$ cat config.mk
export PLATFORM = sky130hd
export DESIGN_NAME = zube_fifo_mailbox
export DESIGN_NICKNAME = d
export VERILOG_FILES = /design/src/rtl/zube_fifo_mailbox.sv
export SDC_FILE = /design/constraint.sdc
export NUM_CORES = 1
export LEC_CHECK = 0
export BUFFER_PORTS_ARGS = -buffer_cell sky130_fd_sc_hd__buf_4
export CAP_MARGIN = 30
export CORE_ASPECT_RATIO = 0.8
export CORE_MARGIN = 4
export CORE_UTILIZATION = 52
export CTS_BUF_LIST = sky130_fd_sc_hd__clkbuf_4 sky130_fd_sc_hd__clkbuf_8 sky130_fd_sc_hd__clkbuf_16
export CTS_CLUSTER_SIZE = 24
export DETAILED_ROUTE_END_ITERATION = 6
export PLACE_DENSITY = 0.74
export SETUP_SLACK_MARGIN = 0.1
export SLEW_MARGIN = 20
export SYNTH_ARGS = -nofsm -noshare
export SYNTH_HDL_FRONTEND = slang
export SYNTH_SLANG_ARGS = --single-unit
$ cat constraint.sdc
create_clock -name clk -period 3.4 [get_ports clk]
set_input_delay 0.51 -clock clk [delete_from_list [all_inputs] [get_ports clk]]
set_output_delay 0.51 -clock clk [all_outputs]
set_load 0.005 [all_outputs]
$ cat src/rtl/zube_fifo_mailbox.sv
`default_nettype none
// ============================================================================
// Module   : zube_fifo_mailbox
// Purpose  : Z80 <-> Wishbone mailbox built from two byte FIFOs.
//            RX carries Z80 -> host bytes, TX carries host -> Z80 bytes.
//            It provides per-FIFO levels, sticky error flags and a maskable
//            level interrupt.
// Ports    : clk, reset (sync, active-high)
//            Z80 side : z80_write_strobe_b, z80_read_strobe_b, z80_ioreq_b,
//                       z80_m1, z80_address_bus[7:0], z80_data_bus_in[7:0],
//                       z80_data_bus_out[7:0], z80_bus_dir
//            WB side  : wb_cyc_in, wb_stb_in, wb_we_in, wb_addr_in[31:0],
//                       wb_data_in[31:0], wb_ack_out, wb_data_out[31:0]
//            irq_out  : |(pending & enable)
// Options  : ZUBE_FIFO_THRESHOLD_EN adds the THRESH register at +16 and the
//            RX-level threshold interrupt (pending/enable bit 3).
// Revision : 1.0  initial release
// ============================================================================
module zube_fifo_mailbox #(
    parameter logic [31:0] BASE_ADDRESS   = 32'h3000_0000,
    parameter int          FIFO_DEPTH     = 16,
    parameter logic [7:0]  Z80_BASE_RESET = 8'h80
) (
    input  logic        clk,
    input  logic        reset,
    input  logic        z80_write_strobe_b,
    input  logic        z80_read_strobe_b,
    input  logic        z80_ioreq_b,
    input  logic        z80_m1,
    input  logic [7:0]  z80_address_bus,
    input  logic [7:0]  z80_data_bus_in,
    output logic [7:0]  z80_data_bus_out,
    output logic        z80_bus_dir,
    input  logic        wb_cyc_in,
    input  logic        wb_stb_in,
    input  logic        wb_we_in,
    input  logic [31:0] wb_addr_in,
    input  logic [31:0] wb_data_in,
    output logic        wb_ack_out,
    output logic [31:0] wb_data_out,
    output logic        irq_out
);
    localparam int              c_AW   = $clog2(FIFO_DEPTH);
    localparam int              c_LW   = c_AW + 1;
    localparam logic [c_LW-1:0] c_FULL = c_LW'(FIFO_DEPTH);

    // ---------------- Z80 strobe/address/data synchronisers ----------------
    logic       w_io_rd, w_io_wr;
    logic       r_rd_s1, r_rd_s2, r_rd_d, r_wr_s1, r_wr_s2, r_wr_d;
    logic [7:0] r_addr_s1, r_addr_s2, r_data_s1, r_data_s2;

    assign w_io_rd = z80_m1 & ~z80_ioreq_b & ~z80_read_strobe_b;
    assign w_io_wr = z80_m1 & ~z80_ioreq_b & ~z80_write_strobe_b;

    always_ff @(posedge clk) begin
        if (reset) begin
            r_rd_s1 <= 1'b0; r_rd_s2 <= 1'b0; r_rd_d <= 1'b0;
            r_wr_s1 <= 1'b0; r_wr_s2 <= 1'b0; r_wr_d <= 1'b0;
            r_addr_s1 <= '0; r_addr_s2 <= '0;
            r_data_s1 <= '0; r_data_s2 <= '0;
        end else begin
            r_rd_s1 <= w_io_rd; r_rd_s2 <= r_rd_s1; r_rd_d <= r_rd_s2;
            r_wr_s1 <= w_io_wr; r_wr_s2 <= r_wr_s1; r_wr_d <= r_wr_s2;
            r_addr_s1 <= z80_address_bus; r_addr_s2 <= r_addr_s1;
            r_data_s1 <= z80_data_bus_in; r_data_s2 <= r_data_s1;
        end
    end

    // One access per Z80 strobe: act only on the synced rising edge.
    logic       w_rd_edge, w_wr_edge, w_z_hit_data, w_z_hit_stat;
    logic [7:0] r_base;
    assign w_rd_edge    = r_rd_s2 & ~r_rd_d;
    assign w_wr_edge    = r_wr_s2 & ~r_wr_d;
    assign w_z_hit_data = (r_addr_s2 == r_base);
    assign w_z_hit_stat = (r_addr_s2 == (r_base + 8'd1));

    // ---------------- Wishbone decode ----------------
    logic w_sel_base, w_sel_data, w_sel_stat, w_sel_irq, w_sel_thr;
    logic w_wb_hit, w_wb_act, w_wb_wr, w_wb_rd;
    assign w_sel_base = (wb_addr_in == BASE_ADDRESS);
    assign w_sel_data = (wb_addr_in == BASE_ADDRESS + 32'd4);
    assign w_sel_stat = (wb_addr_in == BASE_ADDRESS + 32'd8);
    assign w_sel_irq  = (wb_addr_in == BASE_ADDRESS + 32'd12);
`ifdef ZUBE_FIFO_THRESHOLD_EN
    assign w_sel_thr  = (wb_addr_in == BASE_ADDRESS + 32'd16);
`else
    assign w_sel_thr  = 1'b0;
`endif
    assign w_wb_hit = wb_cyc_in & wb_stb_in &
                      (w_sel_base | w_sel_data | w_sel_stat | w_sel_irq | w_sel_thr);
    // Side effects only on the first cycle of a hit (before ack goes out).
    assign w_wb_act = w_wb_hit & ~wb_ack_out;
    assign w_wb_wr  = w_wb_act & wb_we_in;
    assign w_wb_rd  = w_wb_act & ~wb_we_in;

    // ---------------- FIFOs ----------------
    logic [7:0]      r_rx_mem [FIFO_DEPTH];
    logic [7:0]      r_tx_mem [FIFO_DEPTH];
    logic [c_AW-1:0] r_rx_wp, r_rx_rp, r_tx_wp, r_tx_rp;
    logic [c_LW-1:0] r_rx_level, r_tx_level, w_rx_level_nxt, w_tx_level_nxt;
    logic            w_rx_full, w_rx_empty, w_tx_full, w_tx_empty;
    logic            w_rx_push, w_rx_pop, w_tx_push, w_tx_pop;
    logic            w_z_push_req, w_z_pop_req, w_wb_push_req, w_wb_pop_req;

    assign w_rx_full  = (r_rx_level == c_FULL);
    assign w_rx_empty = (r_rx_level == '0);
    assign w_tx_full  = (r_tx_level == c_FULL);
    assign w_tx_empty = (r_tx_level == '0);

    assign w_z_push_req  = w_wr_edge & w_z_hit_data;
    assign w_z_pop_req   = w_rd_edge & w_z_hit_data;
    assign w_wb_push_req = w_wb_wr & w_sel_data;
    assign w_wb_pop_req  = w_wb_rd & w_sel_data;

    // Acceptance is judged on the level at the start of the cycle.
    assign w_rx_push = w_z_push_req  & ~w_rx_full;
    assign w_rx_pop  = w_wb_pop_req  & ~w_rx_empty;
    assign w_tx_push = w_wb_push_req & ~w_tx_full;
    assign w_tx_pop  = w_z_pop_req   & ~w_tx_empty;

    always_comb begin
        w_rx_level_nxt = r_rx_level;
        if (w_rx_push && !w_rx_pop)      w_rx_level_nxt = r_rx_level + c_LW'(1);
        else if (!w_rx_push && w_rx_pop) w_rx_level_nxt = r_rx_level - c_LW'(1);
        w_tx_level_nxt = r_tx_level;
        if (w_tx_push && !w_tx_pop)      w_tx_level_nxt = r_tx_level + c_LW'(1);
        else if (!w_tx_push && w_tx_pop) w_tx_level_nxt = r_tx_level - c_LW'(1);
    end

    always_ff @(posedge clk) begin
        if (w_rx_push) r_rx_mem[r_rx_wp] <= r_data_s2;
        if (w_tx_push) r_tx_mem[r_tx_wp] <= wb_data_in[7:0];
    end

    always_ff @(posedge clk) begin
        if (reset) begin
            r_rx_wp <= '0; r_rx_rp <= '0; r_rx_level <= '0;
            r_tx_wp <= '0; r_tx_rp <= '0; r_tx_level <= '0;
        end else begin
            if (w_rx_push) r_rx_wp <= r_rx_wp + c_AW'(1);
            if (w_rx_pop)  r_rx_rp <= r_rx_rp + c_AW'(1);
            if (w_tx_push) r_tx_wp <= r_tx_wp + c_AW'(1);
            if (w_tx_pop)  r_tx_rp <= r_tx_rp + c_AW'(1);
            r_rx_level <= w_rx_level_nxt;
            r_tx_level <= w_tx_level_nxt;
        end
    end

    logic [7:0] w_rx_lvl8, w_tx_lvl8, w_z_status;
    assign w_rx_lvl8  = 8'(r_rx_level);
    assign w_tx_lvl8  = 8'(r_tx_level);
    assign w_z_status = {4'b0, w_rx_empty, w_tx_full, w_rx_full, ~w_tx_empty};

    // ---------------- Z80 read-data driver ----------------
    logic r_driven;
    always_ff @(posedge clk) begin
        if (reset) begin
            r_driven         <= 1'b0;
            z80_data_bus_out <= '0;
        end else if (w_rd_edge && w_z_hit_data) begin
            r_driven         <= 1'b1;
            z80_data_bus_out <= w_tx_empty ? 8'hFF : r_tx_mem[r_tx_rp];
        end else if (w_rd_edge && w_z_hit_stat) begin
            r_driven         <= 1'b1;
            z80_data_bus_out <= w_z_status;
        end else if (!r_rd_s2) begin
            r_driven         <= 1'b0;
            z80_data_bus_out <= '0;
        end
    end
    // Raw RD_n gates the transceiver so it releases the bus immediately.
    assign z80_bus_dir = r_driven & ~z80_read_strobe_b;

    // ---------------- Errors and interrupts ----------------
    logic       w_set_under, w_set_rx_ovf, w_set_tx_ovf, w_stat_w1c, w_irq_wr, w_thr_set;
    logic       r_err_under, r_err_tx_ovf, r_err_rx_ovf;
    logic [3:0] r_pend, r_en, w_pend_set, w_pend_clr, w_en_wr;
    logic [7:0] r_thresh;

    assign w_set_under  = w_z_pop_req & w_tx_empty;
    assign w_set_rx_ovf = w_z_push_req & w_rx_full;
    assign w_set_tx_ovf = w_wb_push_req & w_tx_full;
    assign w_stat_w1c   = w_wb_wr & w_sel_stat;
    assign w_irq_wr     = w_wb_wr & w_sel_irq;

`ifdef ZUBE_FIFO_THRESHOLD_EN
    // Fires only on the cycle the RX level crosses up to the threshold.
    assign w_thr_set = (r_thresh != 8'd0) && (w_rx_lvl8 < r_thresh) &&
                       (8'(w_rx_level_nxt) >= r_thresh);
    assign w_en_wr   = wb_data_in[11:8];
    logic w_unused_bits;
    assign w_unused_bits = &{1'b0, wb_data_in[31:19], wb_data_in[15:12]};
`else
    assign w_thr_set = 1'b0;
    assign w_en_wr   = {1'b0, wb_data_in[10:8]};
    logic w_unused_bits;
    assign w_unused_bits = &{1'b0, wb_data_in[31:19], wb_data_in[15:11], r_thresh};
`endif

    assign w_pend_set = {w_thr_set, w_set_under | w_set_rx_ovf | w_set_tx_ovf,
                         w_tx_pop, w_rx_push};
    assign w_pend_clr = w_irq_wr ? wb_data_in[3:0] : 4'b0;

    always_ff @(posedge clk) begin
        if (reset) begin
            r_err_under  <= 1'b0;
            r_err_tx_ovf <= 1'b0;
            r_err_rx_ovf <= 1'b0;
            r_pend       <= '0;
            r_en         <= '0;
        end else begin
            r_err_under  <= w_set_under  | (r_err_under  & ~(w_stat_w1c & wb_data_in[18]));
            r_err_tx_ovf <= w_set_tx_ovf | (r_err_tx_ovf & ~(w_stat_w1c & wb_data_in[17]));
            r_err_rx_ovf <= w_set_rx_ovf | (r_err_rx_ovf & ~(w_stat_w1c & wb_data_in[16]));
            r_pend       <= w_pend_set | (r_pend & ~w_pend_clr);
            if (w_irq_wr) r_en <= w_en_wr;
        end
    end
    assign irq_out = |(r_pend & r_en);

    // ---------------- Wishbone register file ----------------
    logic [31:0] w_rd_data;
    always_comb begin
        w_rd_data = '0;
        if (w_sel_base)      w_rd_data = {24'b0, r_base};
        else if (w_sel_data) w_rd_data = w_rx_empty ? 32'd0 : {23'b0, 1'b1, r_rx_mem[r_rx_rp]};
        else if (w_sel_stat) w_rd_data = {13'b0, r_err_under, r_err_tx_ovf, r_err_rx_ovf,
                                          w_tx_lvl8, w_rx_lvl8};
        else if (w_sel_irq)  w_rd_data = {20'b0, r_en, 4'b0, r_pend};
        else if (w_sel_thr)  w_rd_data = {24'b0, r_thresh};
    end

    always_ff @(posedge clk) begin
        if (reset) begin
            wb_ack_out  <= 1'b0;
            wb_data_out <= '0;
            r_base      <= Z80_BASE_RESET;
            r_thresh    <= '0;
        end else begin
            wb_ack_out <= w_wb_hit & ~wb_ack_out;
            if (w_wb_rd) wb_data_out <= w_rd_data;
            if (w_wb_wr && w_sel_base) r_base <= wb_data_in[7:0];
`ifdef ZUBE_FIFO_THRESHOLD_EN
            if (w_wb_wr && w_sel_thr) r_thresh <= wb_data_in[7:0];
`endif
        end
    end
endmodule
`default_nettype wire

== After elaboration in Yosys (flattened, before gate mapping) ==
Memory sizes are Yosys's and may differ from the RTL's. A register that Yosys moved wholly into a read port is not among the register bits.
Index checks and enable logic that the tools add are counted.
Storage, ports and cells
  output and inout bits: 43
  memories: 2
  memory bits (writable): 256
  register bits after elaboration: 124
  input port bits: 89
Cells by class
  reductions and logical operators: 16
  mux-type cells: 25
  add/subtract/negate cells: 9
  equal/unequal tests: 9
  bitwise logic cells: 56
Memory list
  r_rx_mem: words 16, width 8, read ports 1, clocked after memory_dff 1, wr ports 1, RTL line 97  | logic [7:0] r_rx_mem [FIFO_DEPTH];
  r_tx_mem: words 16, width 8, read ports 1, clocked after memory_dff 1, wr ports 1, RTL line 98  | logic [7:0] r_tx_mem [FIFO_DEPTH];
Operators with widths (count)
  $eq 32x30->1 const B: 4
  $mux 19: 3
  $mux 8: 4
  $and 1x1->1: 30
  $mux 4: 5
  $mux 5: 4
  $add 4x1->4 const B: 4
  $eq 8x8->1: 2
  $not 1->1: 14
  $mux 11: 1
  $add 5x1->5 const B: 2
  $eq 5x5->1 const B: 2
  $logic_not 5->1: 2
  $sub 5x1->5 const B: 2
  $mux 9: 1
  $add 8x1->8 const B: 1
  $or 1x1->1: 8
  $logic_and 1x1->1: 7
  $mux 1: 7
  $and 4x3->4: 1
  $and 4x4->4: 1
  $logic_not 1->1: 4
  $not 4->4: 1
  $or 3x4->4: 1
  other kinds (3): 4

== Depth between registers and ports, before layout ==
  depth in word-level cells: 13
  gate-level depth with buffers: 15

== Worst setup path after synthesis ==
Ideal clock, no wire load.
  kind: register -> register
  start: reg r_base[2]
  end: reg r_tx_level[4]
  data required time: 3.272 ns
  period minus slack after synthesis: 3.405 ns
  library setup time: 0.128 ns
  data arrival time: 3.277 ns
  cell stages (with the launch flop): 16
  slack: -0.005 ns
  path through: dfxtp_1 > buf_6 > xor2_1 > or4_1 > buf_2 > nor4_4 > inv_1 > ha_1 > inv_1 > ha_1 > nor2b_1 > o21a_1 > or3_1 > a21oi_1 > xnor2_1 > nor2_1
On the way
  cells in the longest elaborated chain, start to end: 6
RTL lines
  start, declared: RTL line 71  | logic [7:0] r_base;
  start signal, assigned: RTL line 242  | if (w_wb_wr && w_sel_base) r_base <= wb_data_in[7:0];
  $eq 8x8->1 (*): RTL line 74  | assign w_z_hit_data = (r_addr_s2 == r_base);
  $and 1x1->1 (*): RTL line 111  | assign w_z_pop_req = w_rd_edge & w_z_hit_data;
  $and 1x1->1 (*): RTL line 119  | assign w_tx_pop = w_z_pop_req & ~w_tx_empty;
  $logic_not 1->1: RTL line 126  | if (w_tx_push && !w_tx_pop) w_tx_level_nxt = r_tx_level + c_LW'(1);
  $logic_and 1x1->1: RTL line 126
  $mux 5 or $reduce_bool 2->1 (tied branches)
  end signal, assigned: RTL line 145  | r_tx_level <= w_tx_level_nxt;
  end, declared: RTL line 100  | logic [c_LW-1:0] r_rx_level, r_tx_level, w_rx_level_nxt, w_tx_level_nxt;
Mark *: on every way between the ends. The rest lies on a longest branch, timed or not.
A chain may end at the register's enable or synchronous reset.

== Worst setup path in the final report ==
  start: reg r_base[4]
  end: reg r_tx_level[4]
Same word-level chain as after synthesis.

==> impl_metrics.toml <==
[floorplanning]
row_count = 54
ios = 132
dieArea_um2 = 31170
dieWidth_um = 196.4
start_util_pct = 53.42
fp.dieH_um = 158.7
fp.coreArea_um2 = 27630

[pwr]
power_density_nw_per_um2 = 532.3
p_clk_share_pct = 46.1
power_uw = 9332
swShare_pct = 19.46
switchingPower_uw = 1816
internal_power_uw = 7515
leakage_uw = 0.006142
combPwrFrac_pct = 1.8
peakVddDrop_mv = 0.4627
seqPwrFrac_pct = 52.1

[critical_path]
reg2regPathDepth = 14
cpPeakStageDelay_ns = 0.38
timing.rr.end = "r_tx_level[4]"
path_class = "reg -> reg"
worstPathCellList = "xnor2_1, nand4_1, buf_4, nor4_4, inv_1, ha_1, inv_1, ha_1, nor2b_1, o21a_1, or3_1, a21oi_1, xnor2_1, nor2_1"
reg2reg_from = "r_base[4]"
crit_slowest_cell = "dfxtp_1"
crit_fanout = 5
worstSetupStartpointType = "register"
cp-end-kind = "register"
rrSetupSlack_ns = 0.29
worst-endpoint-required_ns = 3.78
crit_arrival_ns = 3.49

[yosys]
synthMostInstantiatedCell = "edfxtp_1"
synth_commonest_cells = "edfxtp_1 (256), dfxtp_1 (116), nor2_1 (93), mux4_2 (73), nor2b_1 (47)"
ys_types = 58
ys.flop_type = "edfxtp_1"
syn_area_per_cell_um2 = 15.51
yosysWarnings = 0
syn_area_um2 = 14760
synth_top_area_share_pct = 52.07
synth-edff-count = 256
synth_seq_area_share_pct = 67.80
synthCells = 952
synth_area_leaders = "edfxtp_1 (52%), dfxtp_1 (16%), mux4_2 (11%)"
synth-async-reset-ratio_pct = 0
synth_top_area_cell = "edfxtp_1"
ys_ff_latch = 372

[finish]
nets = 1217
final-instance-count-excl-fill = 1500
area_growth_syn_to_layout_pct = 18.75
diodes = 0
drive_above_1_share_pct = 27.29

[global_route]
antenna_found_initial = 1
globalRouteTotalUtil_pct = 20.58
grt_max_degree = 69
grt_pass1_wl_mm = 49.90
grt_pass1_vias = 8389
gr-total-overflow = 0

[hold_path]
hold_start = "z80_read_strobe_b"
hold_path_end = "r_rd_s1"
hold_depth = 2
hp-class = "in -> reg"

[sta]
relSlewSlack_pct = 41.59
hold_violations = 0
setup_viol = 0
clock_skew_ns = 0.02636
rsz0062_at_grt = "false"
max_freq_ghz = 0.3217
slew_violations = 0
period_minus_slack_ns = 3.109
tightest_slew_ns = 0.8541
final.setup.tns_ns = 0
post-route-period-util_pct = 91.43

[routing]
drtPass1Iterations = 5
drt_wl_total_mm = 32.40
vias = 8559
wl_per_cell_um = 21.60
remaining_drc_errors = 0
drtAntennaViolNets = 0
via_per_inst = 5.706
drt-initial-drc-count = 806

[placed_design]
routabilityCongestion = 0.8829
dpl.cell_count = 1430
dp_hpwl_mm = 21.50
io_buffers = 97

[clocking]
cts_buffer_depth = 3
htree_levels = 2
clock-sinks = 372
tritoncts = "done"
clk_latency_ns = 0.53
cts_buffers = 37
cts.clk_slew.worst_paths_ns = 0.06
cts_root_buf = "clkbuf_16"

[flow_run]
cap_violations = 0

[outcome]
status = "completed"
-- how the worst max path moves through the flow --
stage,to,start,slack [ns],cells past startpoint
2_1_floorplan,r_tx_level[4],r_base[2],0.13,15
3_3_place_gp,r_tx_level[4],wb_addr_in[31],-0.04,14
3_5_place_dp,r_tx_level[4],wb_addr_in[31],-0.10,14
4_1_cts,r_tx_level[4],r_base[4],0.18,13
5_1_grt,r_tx_level[4],r_base[4],0.12,14
6_report,r_tx_level[4],r_base[4],0.29,14
-- per-stage QoR --
| step | setup WS (ns) | cell area (um2) | utilization [%] | hold slack (ns) |
|---|---|---|---|---|
| finish | 0.2912 | 17530 | 63.44 | 0.1422 |
| global route | 0.1222 | 17530 | 63.44 | 0.1265 |
| CTS | 0.1828 | 17500 | 63.33 | 0.1293 |
| detailed placement | -0.1049 | 16200 | 58.63 | 0.4204 |
| global placement | -0.04080 | 16200 | 58.63 | 0.4230 |
| floorplan | 0.1310 | 14820 | - | 0.4138 |
-- cell type report --
cell class | instances | area (um2)
Timing Repair Buffer | 167 | 1266
Multi-Input combinational cell | 513 | 4439
Clock buffer | 40 | 960.9
Clock inverter | 28 | 336.6
Fill cell | 1971 | 10100
Inverter | 16 | 60.06
Sequential cell | 372 | 10010
Tap cell | 364 | 455.4
-- power by group through the flow --
stage	Combinational (uW)	Sequential (uW)	Clock (uW)
floorplan	73.1	4950	0
detailed placement	167	4960	0
global route	185	4860	4580
CTS	167	4860	4370
finish	169	4860	4300
global placement	164	4960	0
-- layer usage --
layer  up-vias  GRT usage [%]  share of wire (%)
li1       3901              -                  -
met2       401          29.38                 43
met1      4219          32.51                 46
met3        38          5.042                9.1
met4         0          4.188                1.4
met5         -              0                  0
-- worst max-delay path, delay by kind of cell, from the launching register on --
kind / cells / cell delay [ns]
simple gates: 5 / 0.98
xor+xnor: 2 / 0.46
fa+ha+maj: 2 / 0.42
flops: 1 / 0.38
compound gates: 2 / 0.37
buf+inv: 3 / 0.35
-- cells by family after synthesis --
group	share of synthesized area, %
AO/OA/AOI/OAI	4.060
XOR/XNOR	1.721
adder cells (fa/ha/maj)	1.882
buffers and inverters	2.577
flip-flops	67.80
multiplexers	12.63
other	0.02540
AND/OR/NAND/NOR	9.306
-- what timing repair did --
item                                   in CTS  in global routing
setup endpoints to repair                   0                  3
setup buffers                               0                  1
gates resized for setup                     0                  1
endpoints found under the hold margin       0                  0
hold buffers                                0                  0
-- layout by cell type (no fill, tap or decap), types with 14 or more instances in the layout --
cell         n
buf_4      166
mux4_2      73
edfxtp_1   256
ha_1        19
xnor2_1     14
nand2_1     25
dfxtp_1    114
nand2b_1    17
conb_1      16
clkbuf_16   37
nor2b_1     47
inv_1       16
nor2_1      93
mux2i_1     22
a21oi_1     30
xor2_1      15
nor3_1      29
-- sequential cells by signal, indices dropped and copies added, names as in the netlist, 8 cells and up, named ones only --
name              flops
r_addr_s1             8
r_tx_mem            128
r_addr_s2             8
wb_data_out          16
r_data_s1             8
r_base                8
r_data_s2             8
z80_data_bus_out      8
r_rx_mem            128
No activity file was read; power rests on OpenSTA's default activity.
